`src/rtl/apuracao_votos.sv`:
```
// Post-election tally readout: snapshots the five totals on finish, picks the
// winning candidate over four compare cycles and streams an 8-byte result frame.
module apuracao_votos #(
  parameter logic [7:0] HEADER = 8'hA5
) (
  input  logic       clock,
  input  logic       reset_n,
  input  logic       finish,
  input  logic [7:0] totalvotos_matheus,
  input  logic [7:0] totalvotos_luis,
  input  logic [7:0] totalvotos_vinicius,
  input  logic [7:0] totalvotos_random,
  input  logic [7:0] totalvotos_nulos,
  output logic [7:0] tx_data,
  output logic       tx_valid,
  input  logic       tx_ready,
  output logic       busy,
  output logic       done,
  output logic [1:0] winner,
  output logic       tie
);

  typedef enum logic [1:0] {
    IDLE    = 2'd0,
    COMPARE = 2'd1,
    SEND    = 2'd2
  } state_t;

  function automatic logic [7:0] frame_checksum(
    input logic [7:0] b0, input logic [7:0] b1, input logic [7:0] b2,
    input logic [7:0] b3, input logic [7:0] b4, input logic [7:0] b5,
    input logic [7:0] b6
  );
    return b0 ^ b1 ^ b2 ^ b3 ^ b4 ^ b5 ^ b6;
  endfunction

  state_t     state_r, state_s;
  logic [7:0] snap_m_r, snap_l_r, snap_v_r, snap_rnd_r, snap_n_r;
  logic [7:0] snap_m_s, snap_l_s, snap_v_s, snap_rnd_s, snap_n_s;
  logic [1:0] cmp_idx_r, cmp_idx_s;
  logic [7:0] max_r, max_s;
  logic [1:0] max_idx_r, max_idx_s;
  logic       run_tie_r, run_tie_s;
  logic [2:0] byte_idx_r, byte_idx_s;
  logic [7:0] checksum_r, checksum_s;
  logic [7:0] tx_data_r, tx_data_s;
  logic       tx_valid_r, tx_valid_s;
  logic       busy_r, busy_s;
  logic       done_r, done_s;
  logic [1:0] winner_r, winner_s;
  logic       tie_r, tie_s;

  logic [7:0] cand_s;
  logic [7:0] next_byte_s;
  logic [2:0] next_idx_s;
  logic       accept_s;

  assign tx_data  = tx_data_r;
  assign tx_valid = tx_valid_r;
  assign busy     = busy_r;
  assign done     = done_r;
  assign winner   = winner_r;
  assign tie      = tie_r;

  assign accept_s   = tx_valid_r & tx_ready;
  assign next_idx_s = byte_idx_r + 3'd1;

  // Candidate examined in the current compare cycle (nulos never compete).
  always_comb begin
    cand_s = 8'd0;
    case (cmp_idx_r)
      2'd0:    cand_s = snap_m_r;
      2'd1:    cand_s = snap_l_r;
      2'd2:    cand_s = snap_v_r;
      2'd3:    cand_s = snap_rnd_r;
      default: cand_s = 8'd0;
    endcase
  end

  // Frame byte presented after the current one is accepted.
  always_comb begin
    next_byte_s = 8'd0;
    case (next_idx_s)
      3'd0:    next_byte_s = HEADER;
      3'd1:    next_byte_s = snap_m_r;
      3'd2:    next_byte_s = snap_l_r;
      3'd3:    next_byte_s = snap_v_r;
      3'd4:    next_byte_s = snap_rnd_r;
      3'd5:    next_byte_s = snap_n_r;
      3'd6:    next_byte_s = {tie_r, 5'b00000, winner_r};
      3'd7:    next_byte_s = checksum_r;
      default: next_byte_s = 8'd0;
    endcase
  end

  // Next-state and next-output logic.
  always_comb begin
    state_s    = state_r;
    snap_m_s   = snap_m_r;
    snap_l_s   = snap_l_r;
    snap_v_s   = snap_v_r;
    snap_rnd_s = snap_rnd_r;
    snap_n_s   = snap_n_r;
    cmp_idx_s  = cmp_idx_r;
    max_s      = max_r;
    max_idx_s  = max_idx_r;
    run_tie_s  = run_tie_r;
    byte_idx_s = byte_idx_r;
    checksum_s = checksum_r;
    tx_data_s  = tx_data_r;
    tx_valid_s = tx_valid_r;
    busy_s     = busy_r;
    done_s     = 1'b0;
    winner_s   = winner_r;
    tie_s      = tie_r;

    case (state_r)
      IDLE: begin
        if (finish) begin
          // The counter clears on the next edge, so capture happens now.
          snap_m_s   = totalvotos_matheus;
          snap_l_s   = totalvotos_luis;
          snap_v_s   = totalvotos_vinicius;
          snap_rnd_s = totalvotos_random;
          snap_n_s   = totalvotos_nulos;
          cmp_idx_s  = 2'd0;
          busy_s     = 1'b1;
          state_s    = COMPARE;
        end else begin
          state_s = IDLE;
        end
      end

      COMPARE: begin
        if (cmp_idx_r == 2'd0) begin
          max_s     = cand_s;
          max_idx_s = 2'd0;
          run_tie_s = 1'b0;
        end else if (cand_s > max_r) begin
          max_s     = cand_s;
          max_idx_s = cmp_idx_r;
          run_tie_s = 1'b0;
        end else if (cand_s == max_r) begin
          run_tie_s = 1'b1;
        end else begin
          run_tie_s = run_tie_r;
        end

        if (cmp_idx_r == 2'd3) begin
          winner_s   = max_idx_s;
          tie_s      = run_tie_s;
          checksum_s = frame_checksum(HEADER, snap_m_r, snap_l_r, snap_v_r,
                                      snap_rnd_r, snap_n_r,
                                      {run_tie_s, 5'b00000, max_idx_s});
          byte_idx_s = 3'd0;
          tx_data_s  = HEADER;
          tx_valid_s = 1'b1;
          state_s    = SEND;
        end else begin
          cmp_idx_s = cmp_idx_r + 2'd1;
        end
      end

      SEND: begin
        if (accept_s) begin
          if (byte_idx_r == 3'd7) begin
            byte_idx_s = 3'd0;
            tx_data_s  = 8'd0;
            tx_valid_s = 1'b0;
            busy_s     = 1'b0;
            done_s     = 1'b1;
            state_s    = IDLE;
          end else begin
            byte_idx_s = next_idx_s;
            tx_data_s  = next_byte_s;
          end
        end else begin
          tx_data_s = tx_data_r;
        end
      end

      default: begin
        state_s    = IDLE;
        tx_valid_s = 1'b0;
        busy_s     = 1'b0;
      end
    endcase
  end

  // State and output registers.
  always_ff @(posedge clock or negedge reset_n) begin
    if (!reset_n) begin
      state_r    <= IDLE;
      snap_m_r   <= 8'd0;
      snap_l_r   <= 8'd0;
      snap_v_r   <= 8'd0;
      snap_rnd_r <= 8'd0;
      snap_n_r   <= 8'd0;
      cmp_idx_r  <= 2'd0;
      max_r      <= 8'd0;
      max_idx_r  <= 2'd0;
      run_tie_r  <= 1'b0;
      byte_idx_r <= 3'd0;
      checksum_r <= 8'd0;
      tx_data_r  <= 8'd0;
      tx_valid_r <= 1'b0;
      busy_r     <= 1'b0;
      done_r     <= 1'b0;
      winner_r   <= 2'd0;
      tie_r      <= 1'b0;
    end else begin
      state_r    <= state_s;
      snap_m_r   <= snap_m_s;
      snap_l_r   <= snap_l_s;
      snap_v_r   <= snap_v_s;
      snap_rnd_r <= snap_rnd_s;
      snap_n_r   <= snap_n_s;
      cmp_idx_r  <= cmp_idx_s;
      max_r      <= max_s;
      max_idx_r  <= max_idx_s;
      run_tie_r  <= run_tie_s;
      byte_idx_r <= byte_idx_s;
      checksum_r <= checksum_s;
      tx_data_r  <= tx_data_s;
      tx_valid_r <= tx_valid_s;
      busy_r     <= busy_s;
      done_r     <= done_s;
      winner_r   <= winner_s;
      tie_r      <= tie_s;
    end
  end

endmodule
```
`config.mk`:
```
export PLATFORM = sky130hd
export DESIGN_NAME = apuracao_votos
export DESIGN_NICKNAME = d
export VERILOG_FILES = /design/src/rtl/apuracao_votos.sv
export SDC_FILE = /design/constraint.sdc
export NUM_CORES = 1
export LEC_CHECK = 0
export CAP_MARGIN = 5
export CELL_PAD_IN_SITES_DETAIL_PLACEMENT = 0
export CELL_PAD_IN_SITES_GLOBAL_PLACEMENT = 2
export CORE_ASPECT_RATIO = 0.5
export CORE_MARGIN = 3
export CORE_UTILIZATION = 31
export CTS_CLUSTER_DIAMETER = 100
export DETAILED_ROUTE_END_ITERATION = 16
export DONT_BUFFER_PORTS = 1
export PLACE_DENSITY = 0.59
export SLEW_MARGIN = 20
export SYNTH_ARGS = -nofsm -noshare
export SYNTH_HDL_FRONTEND = slang
export SYNTH_SLANG_ARGS = --single-unit
```
`constraint.sdc`:
```
create_clock -name clock -period 4.5 [get_ports clock]
set_input_delay 0.45 -clock clock [delete_from_list [all_inputs] [get_ports clock]]
set_output_delay 0.45 -clock clock [all_outputs]
set_load 0.005 [all_outputs]
```
; ---- After elaboration in Yosys (flattened, before gate mapping)
; Index checks and enable logic that the tools add are counted.
[word_totals]
latchBits = 0
memories = 0
in_bits = 44
output_inout_bits = 14
elab_cells = 99
romBits = 0
ff_bits = 80
ramBits = 0
[op_classes]
bitwise = 9
order_cmp = 1
n_mul = 0
n_reduce_logical = 14
n_eq_ne = 19
n_addsub = 2
shifts = 0
n_mux = 36
div = 0
[ops]
columns = cell, n
row1 = one-hot mux 8 bit (8 select lines), 1
row2 = two-way mux 8 bit, 5
row3 = bitwise XOR 8 bit, 5
row4 = one-hot mux 8 bit (4 select lines), 1
row5 = two-way mux 2 bit, 8
row6 = one-hot mux 8 bit (2 select lines), 1
row7 = "== test 3 bit, second input constant", 5
row8 = two-way mux 1 bit, 12
row9 = "!= test 2 bit, second input constant", 5
row10 = two-way mux 3 bit, 3
row11 = AND reduction 3 bit, 3
row12 = == test 8 bit, 1
row13 = greater-than comparator 8 bit, 1
row14 = AND reduction 4 bit, 2
row15 = "== test 2 bit, second input constant", 3
row16 = "== test 3 x 2 -> 1 bit, second input constant", 2
row17 = one-hot mux 1 bit (3 select lines), 2
row18 = one-hot mux 2 bit (3 select lines), 1
row19 = one-hot mux 3 bit (2 select lines), 1
row20 = AND reduction 2 bit, 3
row21 = nonzero test 2 bit, 3
row22 = "== test 2 x 1 -> 1 bit, second input constant", 2
row23 = logical NOT 2 bit, 2
row24 = NOT 4 bit, 1
row25 = 7 further kinds, 8

; ---- Logic depth before layout (Yosys ltp)
; Gate-level depths: netlist of run 1.
[depth]
word_depth = 8
depth_mapped = 15
ltp_nobuf = 13

; ---- Worst setup path after synthesis of run 1
; Ideal clock, no wire load.
[synth_timing]
path_type = flip-flop to flip-flop
start = register cmp_idx_r[0]
end = register max_r[3]
setup_ns = 0.125
arrival_ns = 2.882
setup_slack_ns = 1.493
n_path_buf = 2
synth_period_minus_slack_ns = 3.007
required_ns = 4.375
path_stages_with_launch = 15
cell_sequence = dfrtp_1 -> inv_1 -> ha_1 -> inv_1 -> buf_2 -> nor2_1 -> a21oi_1 -> ha_1 -> nand4_1 -> or3_4 -> o31ai_4 -> nor2_4 -> o21ai_4 -> buf_6 -> mux2_4
[synth_via]
elab_chain_len = 5
word_cells_on_any_way = 10
cone_classes = 1 x order compare / 3 x eq/ne / 3 x mux / 3 x reduce/logical
[synth_lines]
columns = item, line_no
row1 = start: declaration, 40  ; logic [1:0] cmp_idx_r, cmp_idx_s;
row2 = start signal: assignment, 218  ; cmp_idx_r <= cmp_idx_s;
row3 = == test 2 bit (tied with other cells), 71  ; case (cmp_idx_r)
row4 = one-hot mux 8 bit (4 select lines) (*), 71
row5 = via cand_s[5], 53  ; logic [7:0] cand_s;
row6 = greater-than comparator 8 bit (*), 139  ; end else if (cand_s > max_r) begin
row7 = nonzero test 2 bit (no source line) (*), --
row8 = AND reduction 2 bit (no source line) (*), --
row9 = end signal: assignment, 219  ; max_r <= max_s;
row10 = end: declaration, 41  ; logic [7:0] max_r, max_s;
; The timed path passes the listed nets; every way through them passes the cells marked *. The select of a mux whose other input is x is not followed.
; A chain may end at the register's enable or synchronous reset.

; ---- Final worst setup path of run 1
[layout_timing]
start = register cmp_idx_r[0]
end = register max_r[2]
; Same word-level chain as after synthesis.

==> impl_metrics.tcl, run 1 <==
set metrics [dict create \
    status "complete, but fails checks" \
    violations "hold timing" \
    arrival_ns 4.08 \
    cts_tree "done" \
    drtPass1Iterations 5 \
    clockRootBuffer "clkbuf_16" \
    antenna_cells 0 \
    grtUsageMet3_pct 5.26 \
    p_int_mw 2.72 \
    skew_ns 0.0100 \
    yosys_warnings 0 \
    leakagePower_nw 2.03 \
    multi_input_area_mm2 0.00219 \
    area_growth_pct 11.1 \
    ys_seq_area_share_pct 45.9 \
    synth_mux_area_share_pct 14.9 \
    path_clk_slew_ns 0.07 \
    min_period_ns 3.86 \
    clkLatencyLatePin_ns 0.34 \
    dpl_cell_area_mm2 0.00451 \
    power_frac_clock_pct 16.2 \
    fin_util_pct 36.7 \
    fp.dieW_um 174 \
    cp-end-kind "flip-flop" \
    synthXorXnorAreaFrac_pct 7.03 \
    ys_ff_latch 80 \
    cts_sinks 80 \
    rows 29 \
    yosys.cell_count.top_type "dfrtp_1" \
    seq_area_mm2 0.00200 \
    vdd_drop_max_mv 0.306 \
    hold_violations 10 \
    crit_type "flip-flop to flip-flop" \
    synth_edf_count 0 \
    final_nets 442 \
    fillCellCount 1306 \
    fin_area_mm2 0.00485 \
    gr-max-usage-layer "met1" \
    postCtsSetupBuffers 0 \
    synth-compound-area-share_pct 15.8 \
    routedWlPerCell_um 20.1 \
    power.switching_mw 1.95 \
    synth-simple-area-share_pct 7.14 \
    drt_iter0_drc 311 \
    core_area_mm2 0.0132 \
    required_ns 4.72 \
    num_vias 2980 \
    gp_congestion 0.790 \
    synth_top_family_by_area "compound AO/OA/AOI/OAI gates" \
    switching_share_pct 41.7 \
    r2r-end "max_r[2]" \
    synthArstFlopShare_pct 100 \
    dieArea_mm2 0.0156 \
    syn-num-nets 450 \
    syn_inst 388 \
    hpwl_mm 8.19 \
    min_period_over_period_pct 85.7 \
    start_util_pct 33.0 \
    cp-start-kind "flip-flop" \
    reg2reg_from "cmp_idx_r[0]" \
    maxCapViolCount 0 \
    tns_ns 0 \
    holdWs_ns -0.00591 \
    synth_cell_types 49 \
    synthAdderAreaFrac_pct 5.16 \
    track_usage_pct 15.1 \
    antenna_found_initial 0 \
    via_per_inst 5.22 \
    synth_ff_type "dfrtp_1" \
    tightest_slew_ns 0.954 \
    synth_common_cells "dfrtp_1, mux2_2, xnor2_1" \
    syn-mean-instance-area_um2 11.2 \
    drive_gt1_share_pct 20.0 \
    drc 0 \
    p_comb_share_pct 53.1 \
    met1_usage_pct 23.0 \
    num_io_pins 58 \
    cp_max_fo 12 \
    synth_top_area_share_pct 45.9 \
    place_ws_ns 0.755 \
    grt_overflow_total 0 \
    slew_violations 0 \
    holdCritPathClass "input port to async pin" \
    regToRegSetupSlack_ns 0.64 \
    pwr-share-seq_pct 30.7 \
    total_power_mw 4.66 \
    grt_use_met2_pct 20.7 \
    routed_wl_mm 11.5 \
    port_buffers 0 \
    slew_headroom_pct 36.3 \
    syn_area_mm2 0.00436 \
    setup_violations 0 \
    ys_top_cells_by_area "dfrtp_1, mux2_2, xnor2_1, ha_1, a222oi_1" \
    rsz0062_at_grt "false" \
    clockBufferDepth 2 \
    numCtsBuffers 9 \
    die_y_um 89.9 \
    antenna_left 0 \
    fmax_mhz 259 \
    final.setup.worst_slack_ns 0.642 \
    grt_pass1_wl_mm 18.2 \
    netlist.top_cell.by_area "dfrtp_1" \
    grt_max_degree 81 \
    power.density_mw_per_mm2 962 \
    grt_pass1_vias 3013 \
    h-tree-depth 3 \
    ff2ff_path_depth 11 \
]
[power by group through the flow]
stage	Clock [mW]	Sequential, mW	Combinational (mW)
floorplan	0	1.30	2.07
global placement	0	1.44	2.43
detailed placement	0	1.45	2.46
CTS	0.773	1.43	2.49
finish	0.758	1.43	2.48
global route	0.807	1.48	2.72
[logic make-up (layout without fill, tap and decap cells)]
family          count (synthesis)  in the layout
mux                            57             57
xor+xnor                       35             35
buf+inv                        43             40
simple gates                   63             63
compound gates                 92             92
fa+ha+maj                      18             18
flops                          80             80
[final cells by class]
type                       count  area share, %
multi-input combinational    265           45.2
sequential                    80           41.3
tap                          186           4.80
clock buffer                   9           4.65
inverter                      22           1.70
clock inverter                 7           1.65
timing repair buffer           2          0.723
[placed cells by master, fill, tap and decap left out, drive strengths merged, types with 3 or more instances in the layout]
cell and instances:
a222oi 14, a22o 13, or3 3, nor2b 4, a221oi 3, o22ai 3
o21ai 30, mux2i 9, dfrtp 80, mux2 48, xnor2 34, clkinv 3
nor2 7, inv 23, nand2 32, a21oi 13, and2 3, nand3 5
clkbuf 9, ha 18, o21bai 3
[critical path, cell delays in order (launching register included)]
cell	delay (ns)
dfrtp_1	0.42
inv_1	0.11
ha_1	0.41
a222oi_1	0.64
a21oi_1	0.21
ha_1	0.35
nand4_1	0.16
or3_4	0.46
o31ai_4	0.11
nor2_4	0.07
o21ai_4	0.40
mux2_2	0.39
[worst max path at each step]
| stage | from | to | cells past startpoint |
|---|---|---|---|
| after global placement | cmp_idx_r[0] | max_r[1] | 11 |
| after global routing | cmp_idx_r[0] | max_r[2] | 11 |
| after floorplan | cmp_idx_r[0] | max_r[3] | 14 |
| final | cmp_idx_r[0] | max_r[2] | 11 |
| after detailed placement | cmp_idx_r[0] | max_r[1] | 11 |
| after CTS | cmp_idx_r[0] | max_r[1] | 11 |
[through the flow]
stage,hold slack (ns),instances
detailed placement,0.157,554
finish,-0.00591,571
CTS,0.0368,571
floorplan,0.154,388
global route,0.0202,571
global placement,0.157,554
[repair_timing]
action,in CTS,in global routing
hold endpoints to repair,80,0
hold buffers,1,0
resized for setup,0,0
[per-layer routing]
layer | wire (um) | vias to the layer above
li1 | - | 1382
met5 | 0 | -
met1 | 5770 | 1505
met4 | 64 | 0
met3 | 845 | 9
met2 | 4830 | 84
[registers in the layout, summed over array words and instances, names as in the netlist, 8 cells and up]
| signal | cells |
|---|---|
| checksum_r | 8 |
| max_r | 8 |
| snap_l_r | 8 |
| snap_m_r | 8 |
| snap_n_r | 8 |
| snap_rnd_r | 8 |
| snap_v_r | 8 |
| tx_data | 8 |
No activity file was read; power rests on OpenSTA's default activity.
==> inputs of run 2 (changes only) <==
CELL_PAD_IN_SITES_GLOBAL_PLACEMENT = 1   (was 2)
MAX_ROUTING_LAYER = met4   (was not set)
PLACE_DENSITY = 0.5   (was 0.59)
==> run 2 against run 1 <==
  * The flow now finishes without violations
  * Non-clock buffer count unchanged
  * Worst hold slack better by 0.020 ns
  * First-iteration DRC count down 17%
  * Fmax up 8.4%
  * Flip-flop and latch count unchanged
  * Critical path depth up 1
  * Cell area up 0.62%
  * Clock skew down 0.00056 ns
  * Die area unchanged
  * Critical endpoint is now max_r[1]
  * Largest cell class unchanged
==> impl_metrics.tcl, run 2 (synthesis gave the netlist of run 1 again) <==
set metrics [dict create \
    grt_pass1_wl_mm 18.4 \
    gp_congestion 0.850 \
    power.switching_mw 1.91 \
    place_ws_ns 0.951 \
    cp-start-kind "flip-flop" \
    via_per_inst 5.23 \
    p_comb_share_pct 52.6 \
    hpwl_mm 7.93 \
    seq_area_mm2 0.00200 \
    layout_common_cells "dfrtp_1, mux2_2, xnor2_1, nand2_1, o21ai_0" \
    switching_share_pct 40.7 \
    antenna_cells 0 \
    area_growth_pct 11.8 \
    min_period_ns 3.56 \
    core_area_mm2 0.0132 \
    cts_sinks 80 \
    fillCellCount 1296 \
    ctsResizeCount 0 \
    grt_overflow_total 0 \
    ff2ff_path_depth 12 \
    final.setup.worst_slack_ns 0.942 \
    routed_wl_mm 11.4 \
    fmax_mhz 281 \
    reg2reg_from "cmp_idx_r[0]" \
    tightest_slew_ns 0.944 \
    drtPass1Iterations 8 \
    holdWs_ns 0.0141 \
    maxCapViolCount 0 \
    setup_violations 0 \
    arrival_ns 3.77 \
    grt_max_degree 81 \
    multi_input_area_mm2 0.00219 \
    antenna_left 0 \
    vdd_drop_max_mv 0.277 \
    num_vias 2987 \
    cts_tree "done" \
    clockRootBuffer "clkbuf_16" \
    dieArea_mm2 0.0156 \
    pwr-share-seq_pct 30.4 \
    clockBufferDepth 2 \
    critPathLaunch "cmp_idx_r[0]" \
    power.density_mw_per_mm2 964 \
    power_frac_clock_pct 17.0 \
    track_usage_pct 15.6 \
    drc 0 \
    numCtsBuffers 9 \
    path_clk_slew_ns 0.07 \
    total_power_mw 4.70 \
    rsz0062_at_grt "false" \
    min_period_over_period_pct 79.1 \
    antenna_found_initial 0 \
    skew_ns 0.00947 \
    required_ns 4.71 \
    p_int_mw 2.79 \
    tns_ns 0 \
    crit_end "max_r[1]" \
    cp_max_fo 12 \
    postCtsSetupBuffers 0 \
    placed_cells 554 \
    h-tree-depth 3 \
    fp.dieW_um 174 \
    die_y_um 89.9 \
    rows 29 \
    slew_headroom_pct 37.1 \
    start_util_pct 33.0 \
    grt_pass1_vias 3042 \
    stdcell_count 571 \
    clkLatencyLatePin_ns 0.33 \
    crit_type "flip-flop to flip-flop" \
    slew_violations 0 \
    drive_gt1_share_pct 19.7 \
    routedWlPerCell_um 20.0 \
    regToRegSetupSlack_ns 0.94 \
    leakagePower_nw 2.04 \
    r2r-end "max_r[1]" \
    holdCritPathClass "input port to async pin" \
    cp-end-kind "flip-flop" \
    final_nets 442 \
    final_common_cell "dfrtp_1" \
    port_buffers 0 \
    num_io_pins 58 \
    drt_iter0_drc 258 \
    status "finished, final reports clean" \
    hold_violations 0 \
]
## run 2: what timing repair did
item | 4_1_cts | 5_1_grt
hold buffers | 1 | 0
endpoints found under the hold margin | 80 | 0
setup endpoints to repair | 0 | 0
## run 2: critical path, stage by stage, from the launching register on
cell and delay (ns):
dfrtp_1 0.43, inv_1 0.14, ha_1 0.34, inv_1 0.31, nor2_1 0.17, a21oi_1 0.07
ha_1 0.34, nand4_1 0.20, or3_4 0.48, o31ai_4 0.11, nor2_4 0.07, o21ai_4 0.40
mux2_2 0.39
## run 2: stage by stage
stage          instance area [um^2]  utilization (%)
2_1_floorplan                  4360                -
3_3_place_gp                   4510             34.1
3_5_place_dp                   4530             34.3
4_1_cts                        4880             36.9
5_1_grt                        4880             36.9
6_report                       4880             36.9
## run 2: final cells by class
cell class | instances | area share (%)
clock buffer | 11 | 4.98
clock inverter | 5 | 1.64
inverter | 22 | 1.69
multi-input combinational | 265 | 44.9
sequential | 80 | 41.0
tap | 186 | 4.77
timing repair buffer | 2 | 0.975
## run 2: how the worst min path moves through the flow
stage / cells after the start / slack, ns / to
2_1_floorplan: 0 / 0.15 / busy
3_5_place_dp: 0 / 0.16 / tx_data[1]
5_1_grt: 1 / 0.03 / tx_data[7]
6_report: 1 / 0.01 / byte_idx_r[0]
3_3_place_gp: 0 / 0.16 / tx_data[2]
4_1_cts: 1 / 0.03 / byte_idx_r[0]
## run 2: power by group through the flow
stage	Clock, mW	Combinational, mW	Sequential (mW)
after floorplan	0	2.07	1.30
after global placement	0	2.40	1.44
after detailed placement	0	2.45	1.44
after CTS	0.821	2.48	1.43
after global routing	0.855	2.74	1.48
final	0.799	2.47	1.43
## run 2: layer usage
metal / share of wire (%) / track usage (%) / vias up
met4: 0.49 / 2.27 / 0
met3: 7.9 / 4.84 / 7
met1: 52 / 23.6 / 1513
met5: 0 / - / -
li1: - / - / 1388
met2: 40 / 20.4 / 79
==> inputs of run 3 (changes only) <==
clock period = 3.7 ns   (was 4.5 ns; I/O delays follow)
==> run 3 against run 2 <==
  * Via count about the same
  * Die area unchanged
  * Flip-flop and latch count unchanged
  * Global-route usage increased by 0.18 points
  * Clock skew decreased by 0.0043 ns
  * Highest routed layer unchanged
  * First-iteration DRC count decreased by 8.1%
  * Cell area increased by 1.5%
  * Cell count increased by 1.8%
==> impl_metrics.tcl, run 3 (synthesis gave the netlist of run 1 again) <==
set metrics [dict create \
    power.density_mw_per_mm2 1170 \
    placed_cells 557 \
    antenna_cells 0 \
    hold_violations 0 \
    hold-path-endpoint "snap_m_r[7]" \
    routedWlPerCell_um 19.9 \
    min_period_over_period_pct 91.5 \
    stdcell_count 581 \
    dpl_cell_area_mm2 0.00454 \
    cts_tree "done" \
    gp_congestion 0.872 \
    setup_violations 0 \
    antenna_found_initial 0 \
    total_power_mw 5.80 \
    cp-start-kind "flip-flop" \
    rows 29 \
    leakagePower_nw 2.08 \
    core_area_mm2 0.0132 \
    fin_area_mm2 0.00495 \
    drc 0 \
    grt_max_degree 81 \
    h-tree-depth 3 \
    r2r-end "max_r[1]" \
    cts_sinks 80 \
    num_io_pins 58 \
    grt_pass1_vias 3109 \
    place_ws_ns 0.125 \
    port_buffers 0 \
    fp.dieW_um 174 \
    clockRootBuffer "clkbuf_16" \
    hpwl_mm 8.17 \
    via_per_inst 5.14 \
    grt_overflow_total 0 \
    status "finished, final reports clean" \
    tightest_slew_ns 0.841 \
    cp_max_fo 12 \
    cp-end-kind "flip-flop" \
    die_y_um 89.9 \
    crit_type "flip-flop to flip-flop" \
    clkLatencyLatePin_ns 0.33 \
    area_growth_pct 13.5 \
    vdd_drop_max_mv 0.370 \
    routed_wl_mm 11.6 \
    final_common_cell "dfrtp_1" \
    hold_depth 2 \
    required_ns 3.92 \
    rsz0062_at_grt "false" \
    fin_util_pct 37.5 \
    clockBufferDepth 2 \
    min_period_ns 3.38 \
    arrival_ns 3.60 \
    tns_ns 0 \
    num_vias 2988 \
    start_util_pct 33.0 \
    track_usage_pct 15.8 \
    reg2reg_from "cmp_idx_r[0]" \
    slew_headroom_pct 43.8 \
    regToRegSetupSlack_ns 0.32 \
    antenna_left 0 \
    maxCapViolCount 0 \
    drtPass1Iterations 6 \
    drive_gt1_share_pct 22.0 \
    layout_common_cells "dfrtp_1, mux2_2, xnor2_1, nand2_1, o21ai_0" \
    holdCritPathClass "input port to flip-flop" \
    final.setup.worst_slack_ns 0.315 \
    numCtsBuffers 9 \
    dieArea_mm2 0.0156 \
    drt_iter0_drc 237 \
    skew_ns 0.00514 \
    final_nets 452 \
    path_clk_slew_ns 0.06 \
    fmax_mhz 295 \
    slew_violations 0 \
    ff2ff_path_depth 13 \
    hp-start "totalvotos_matheus[7]" \
    grt_pass1_wl_mm 18.7 \
    holdWs_ns 0.161 \
]
==> run 3: area by class of cell <==
class	instances	area [um^2]
Fill cell	1311	8260
Timing Repair Buffer	12	145
Sequential cell	80	2000
Multi-Input combinational cell	265	2200
Inverter	22	86.3
Clock inverter	3	15.0
Clock buffer	13	270
Tap cell	186	233
==> run 3: repair_timing <==
item / in CTS / in global routing
hold buffers: 2 / 0
resized for setup: 0 / 3
hold endpoints to repair: 80 / 0
setup buffers: 0 / 5
setup endpoints to repair: 0 / 8
==> run 3: critical path, cell delays in order, from the launching register on <==
cell        delay, ns
dfrtp_1          0.43
inv_1            0.14
ha_2             0.32
clkinvlp_4       0.24
buf_4            0.19
mux2i_1          0.14
ha_1             0.31
nand4_1          0.17
or3_4            0.46
o31ai_4          0.11
nor2_4           0.08
o21ai_4          0.17
buf_12           0.16
mux2_2           0.33
==> run 3: report_power, final <==
part	switching [mW]	total (mW)	internal, mW
Sequential	0.459	1.75	1.29
Combinational	1.57	3.19	1.62
Clock	0.348	0.854	0.507
Total	2.38	5.80	3.42
==> run 3: worst max path at each step <==
stage                  from  endpoint  slack [ns]
6_report       cmp_idx_r[0]  max_r[1]        0.32
5_1_grt        cmp_idx_r[0]  max_r[1]        0.08
3_3_place_gp   cmp_idx_r[0]  max_r[1]        0.28
3_5_place_dp   cmp_idx_r[0]  max_r[1]        0.13
2_1_floorplan  cmp_idx_r[0]  max_r[3]        0.69
4_1_cts        cmp_idx_r[0]  max_r[1]        0.11
==> run 3: routing by layer <==
metal	wire length (um)	part of all wire [%]	track usage (%)
met5	0	0	-
met3	880	7.6	5.22
met2	4840	42	21.4
met4	85	0.73	3.14
met1	5760	50	22.7
